<file path="src/rtl/imm_extend_pipe.sv">
`default_nettype none
// ============================================================================
// Module   : imm_extend_pipe
// Brief    : Registered immediate-extension stage with valid/ready handshake
//            and a 1-entry skid buffer between decode and execute.
// Revision : 1.0 - initial release
// ============================================================================
module imm_extend_pipe #(
    parameter int IN_W     = 16,
    parameter int OUT_W    = 32,
    parameter int BR_SHIFT = 2
) (
    input  logic             clk,
    input  logic             rst,
    input  logic             flush,
    input  logic             in_valid,
    output logic             in_ready,
    input  logic [IN_W-1:0]  in_imm,
    input  logic [1:0]       in_mode,
    output logic             out_valid,
    input  logic             out_ready,
    output logic [OUT_W-1:0] out_data,
    output logic [1:0]       occupancy
);

    localparam int c_E = OUT_W - IN_W;

    localparam logic [1:0] c_MODE_SIGN   = 2'b00;
    localparam logic [1:0] c_MODE_ZERO   = 2'b01;
    localparam logic [1:0] c_MODE_UPPER  = 2'b10;
    localparam logic [1:0] c_MODE_BRANCH = 2'b11;

    logic             r_outValid;
    logic [OUT_W-1:0] r_outData;
    logic             r_skidValid;
    logic [OUT_W-1:0] r_skidData;

    logic [OUT_W-1:0] w_signExt;
    logic [OUT_W-1:0] w_extData;
    logic             w_push;
    logic             w_pop;

    assign w_signExt = {{c_E{in_imm[IN_W-1]}}, in_imm};

    always_comb begin
        w_extData = w_signExt;
        case (in_mode)
            c_MODE_SIGN:   w_extData = w_signExt;
            c_MODE_ZERO:   w_extData = {{c_E{1'b0}}, in_imm};
            c_MODE_UPPER:  w_extData = {in_imm, {c_E{1'b0}}};
            c_MODE_BRANCH: w_extData = w_signExt << BR_SHIFT;
            default:       w_extData = w_signExt;
        endcase
    end

    // in_ready comes straight from the skid flag so there is no in->out comb path.
    assign w_push = in_valid & ~r_skidValid;
    assign w_pop  = r_outValid & out_ready;

    always_ff @(posedge clk or posedge rst) begin
        if (rst) begin
            r_outValid  <= 1'b0;
            r_outData   <= '0;
            r_skidValid <= 1'b0;
            r_skidData  <= '0;
        end else if (flush) begin
            r_outValid  <= 1'b0;
            r_skidValid <= 1'b0;
        end else if (!r_outValid || w_pop) begin
            if (r_skidValid) begin
                r_outValid  <= 1'b1;
                r_outData   <= r_skidData;
                r_skidValid <= w_push;
                if (w_push) begin
                    r_skidData <= w_extData;
                end
            end else if (w_push) begin
                r_outValid <= 1'b1;
                r_outData  <= w_extData;
            end else begin
                r_outValid <= 1'b0;
            end
        end else if (w_push) begin
            r_skidValid <= 1'b1;
            r_skidData  <= w_extData;
        end
    end

    assign in_ready  = ~r_skidValid;
    assign out_valid = r_outValid;
    assign out_data  = r_outData;
    assign occupancy = {1'b0, r_outValid} + {1'b0, r_skidValid};

endmodule
`default_nettype wire

</file>
<file path="config.mk">
export PLATFORM = sky130hd
export DESIGN_NAME = imm_extend_pipe
export DESIGN_NICKNAME = d
export VERILOG_FILES = /design/src/rtl/imm_extend_pipe.sv
export SDC_FILE = /design/constraint.sdc
export NUM_CORES = 1
export LEC_CHECK = 0
export ABC_AREA = 0
export ABC_CLOCK_PERIOD_IN_PS = 2500
export BUFFER_PORTS_ARGS = -buffer_cell sky130_fd_sc_hd__buf_4
export CORE_ASPECT_RATIO = 0.9
export CORE_MARGIN = 2
export CORE_UTILIZATION = 51
export DETAILED_ROUTE_END_ITERATION = 12
export GPL_ROUTABILITY_DRIVEN = 0
export MAX_ROUTING_LAYER = met4
export PLACE_DENSITY = 0.84
export SYNTH_ARGS = -nofsm -noshare
export SYNTH_HDL_FRONTEND = slang
export SYNTH_SLANG_ARGS = --single-unit
</file>
<file path="constraint.sdc">
create_clock -name clk -period 2.5 [get_ports clk]
set_input_delay 0.75 -clock clk [delete_from_list [all_inputs] [get_ports clk]]
set_output_delay 0.75 -clock clk [all_outputs]
set_load 0.05 [all_outputs]
</file>
==> flow_summary.toml <==
[outcome]
outcome = "complete, no violations"

[critical_path]
type_of_the_worst_setup_path = "flop to output pin"
cp.required_ns = 1.75
worst_ep_arrival_time_ns = 1.33
crit_path_max_fanout = 6
critical_path_startpoint_category = "flop"
cp-endpoint = "occupancy[0]"
crit-reg2reg-launch = "r_skidValid"
reg2regPathDepth = 4
crit-reg2reg-capture = "r_skidData[11]"
critical_path.startpoint = "r_skidValid"
critPathCaptureType = "output pin"
timing.reg2reg.setup_slack_ns = 0.86

[pwr]
p_per_cell_area_mw_per_mm2 = 796
p_leak_nw = 2.03
share_comb_of_total_power_pct = 28.7
sequential_power_share_pct = 42.3
power.total_mw = 3.35
netSwitchingFraction_pct = 33.9
netSwitchingPower_mw = 1.13
cell_internal_pwr_mw = 2.21
power.share.clock_pct = 29.0
power.ir.vdd_worst_mv = 0.406

[cts]
clock_latency_ns = 0.35
cts-hold-fix-buffers = 0
clock_tree_root_buffer_cell = "clkbuf_8"
cts.repair.resized = 0
cts_tree = "built"
clkSinkCount = 66
cts-buffers-inserted = 9
cts_max_path_buffers = 2
post-cts-setup-buffers = 0
h-tree-depth = 3
clkSlewWorstSetupHoldPaths_ns = 0.07

[logic_synthesis]
synth_fp_nets = 363
netlist_area_mm2 = 0.00354
synth.top_cell.area_share_pct = 46.6
netlist_instances = 339
cell_type_with_the_highest_aggregate_area_in_the_netlist = "dfrtp_1"
synth-seq-area-share_pct = 46.6
yosys.cell_types.count = 34
synth.avg_cell_area_um2 = 10.4
postSynthRegisterBits = 66
yosysWarnings = 0
netlist_top_cells_area = "dfrtp_1 (47%), mux2_2 (10%), o31ai_1 (5.7%)"

[timing]
worst_slack_ns = 0.424
rsz_0062_raised_after_global_routing = "no"
post-route-period-util_pct = 83.0
worst_slew_pin_slew_ns = 0.523
finClkSkew_ns = 0.00422
clock.fmax_mhz = 482
hold_viol_final = 0
maxSlewHeadroom_pct = 65.1
final_period_minus_worst_setup_slack_ns = 2.08
finalSetupTns_ns = 0
final-max-slew-violation-count = 0
setup_viol_count_final = 0

[finish]
nets = 409
post_route_cells_drive_above_1_share_pct = 31.8
antenna_diodes = 0
final_cell_count_no_fill = 480
layout-area-overhead-vs-synth_pct = 18.7

[global_route]
sum_of_overflow_across_all_layers_after_global_routing = 0
antenna_found_initial = 0
grt_first_pass_wirelength_um = 14600
via_count_of_the_first_global_routing_pass = 2835
grt_start_max_net_pins = 45
grt_use_total_pct = 24.6

[routing]
avgViaCountPerCell = 6.01
detail_route.drc_violations = 0
final_ant_viol_nets = 0
wirelength_um = 8530
drt_pre_antenna_iters = 5
wirelength_per_cell_um = 17.8
vias = 2887
first_iter_violations = 221

[placed_design]
i_o_buffers = 58
placed_cells = 464
detailed_place_hpwl_um = 5470
pre_cts_ws_ns = 0.478

[die]
row_count = 28
die_h_um = 83.1
initial_utilization_pct = 53.2
boundaryPins = 59
floorplan.die_area_mm2 = 0.00763
die_width_um = 91.8
design.core.area_mm2 = 0.00666

[hold_path]
min-delay-path-class = "input port to asynchronous set/reset pin"

[job]
max_cap_violations = 0
[stage by stage]
stage | hold WS [ns] | instance area [µm²] | utilization (%)
floorplan | 0.471 | 3540 | -
global placement | 0.480 | 3990 | 59.9
detailed placement | 0.492 | 3990 | 59.9
CTS | 0.452 | 4200 | 63.1
global route | 0.488 | 4200 | 63.1
finish | 0.444 | 4200 | 63.1
[cell usage in the layout, fill, tap and decap left out, drive strengths merged, types with 2 or more instances in the layout]
| master | n |
|---|---|
| buf | 70 |
| dfrtp | 66 |
| o21ai | 34 |
| mux2 | 32 |
| nor2 | 30 |
| o31ai | 28 |
| mux2i | 18 |
| inv | 18 |
| a21oi | 16 |
| a211oi | 16 |
| clkbuf | 15 |
| a22o | 12 |
| a221oi | 12 |
| nor2b | 5 |
| and2 | 3 |
| nand2b | 2 |
| a31oi | 2 |
| nand3 | 2 |
| nor3b | 2 |
[flip-flops by register name, indices dropped and copies added (netlist names)]
signal,flops
out_data,32
r_skidData,32
r_skidValid,1
out_valid,1
[how the worst min path moves through the flow]
stage,to,slack [ns]
2_1_floorplan,r_skidData[31],0.47
3_3_place_gp,r_skidData[31],0.48
3_5_place_dp,r_skidData[31],0.49
4_1_cts,out_data[1],0.45
5_1_grt,r_skidData[1],0.49
6_report,r_skidData[1],0.44
[final cells by class]
cell class	count	area, µm²
Clock inverter	1	30.0
Fill cell	525	2450
Multi-Input combinational cell	219	1610
Timing Repair Buffer	70	538
Tap cell	90	113
Sequential cell	66	1650
Inverter	19	71.3
Clock buffer	15	186
[worst max-delay path, stage by stage (launching register included)]
cell	delay [ns]
dfrtp_1	0.48
ha_1	0.32
buf_4	0.19
[power groups by stage]
stage	registers (mW)	logic (mW)	clock network, mW
after global placement	1.42	0.936	0
after global routing	1.44	1.03	1.02
after floorplan	1.71	0.386	0
after CTS	1.41	0.965	0.982
after detailed placement	1.43	0.956	0
final	1.42	0.960	0.971
[per-layer routing]
metal | wire, µm | vias to the layer above | GRT usage, % | part of all wire, %
li1 | - | 1330 | - | -
met2 | 4070 | 118 | 36.7 | 48
met4 | 172 | 0 | 9.09 | 2.0
met3 | 501 | 21 | 5.63 | 5.9
met1 | 3780 | 1418 | 33.1 | 44
met5 | 0 | - | - | 0
[cells by family (layout without fill, tap and decap cells)]
logic type	count (synthesis)	after routing	synth area share, %
and+or+nand+nor	47	47	6.43
buffers and inverters	54	105	7.84
adders and majority gates	1	1	0.353
muxes	50	50	15.3
AOI/OAI and AO/OA	121	121	23.5
DFF	66	66	46.6
[synthesized netlist by cell type]
| cell type | number |
|---|---|
| nor3b_1 | 1 |
| inv_2 | 1 |
| nand3_2 | 1 |
| a31oi_1 | 2 |
| o31ai_1 | 27 |
| nor3b_2 | 1 |
| mux2_2 | 32 |
| mux2i_1 | 18 |
| nor2_1 | 30 |
| a211oi_2 | 1 |
| clkinv_1 | 1 |
| a21oi_1 | 16 |
| nor3_1 | 1 |
| a22o_1 | 12 |
| nor2b_1 | 4 |
| buf_4 | 2 |
| clkbuf_1 | 19 |
| dfrtp_1 | 66 |
| buf_6 | 8 |
| inv_1 | 17 |
| or2_1 | 1 |
| a211oi_1 | 15 |
| buf_2 | 6 |
| o21ai_0 | 31 |
| ha_1 | 1 |
| nand2_1 | 1 |
| o31ai_2 | 1 |
| nor2b_2 | 1 |
| o21bai_4 | 1 |
| nand3_1 | 1 |
| o21ai_1 | 3 |
| nand2b_1 | 2 |
| a221oi_1 | 12 |
| and2_1 | 3 |
Power figures use the tool's default switching activity.
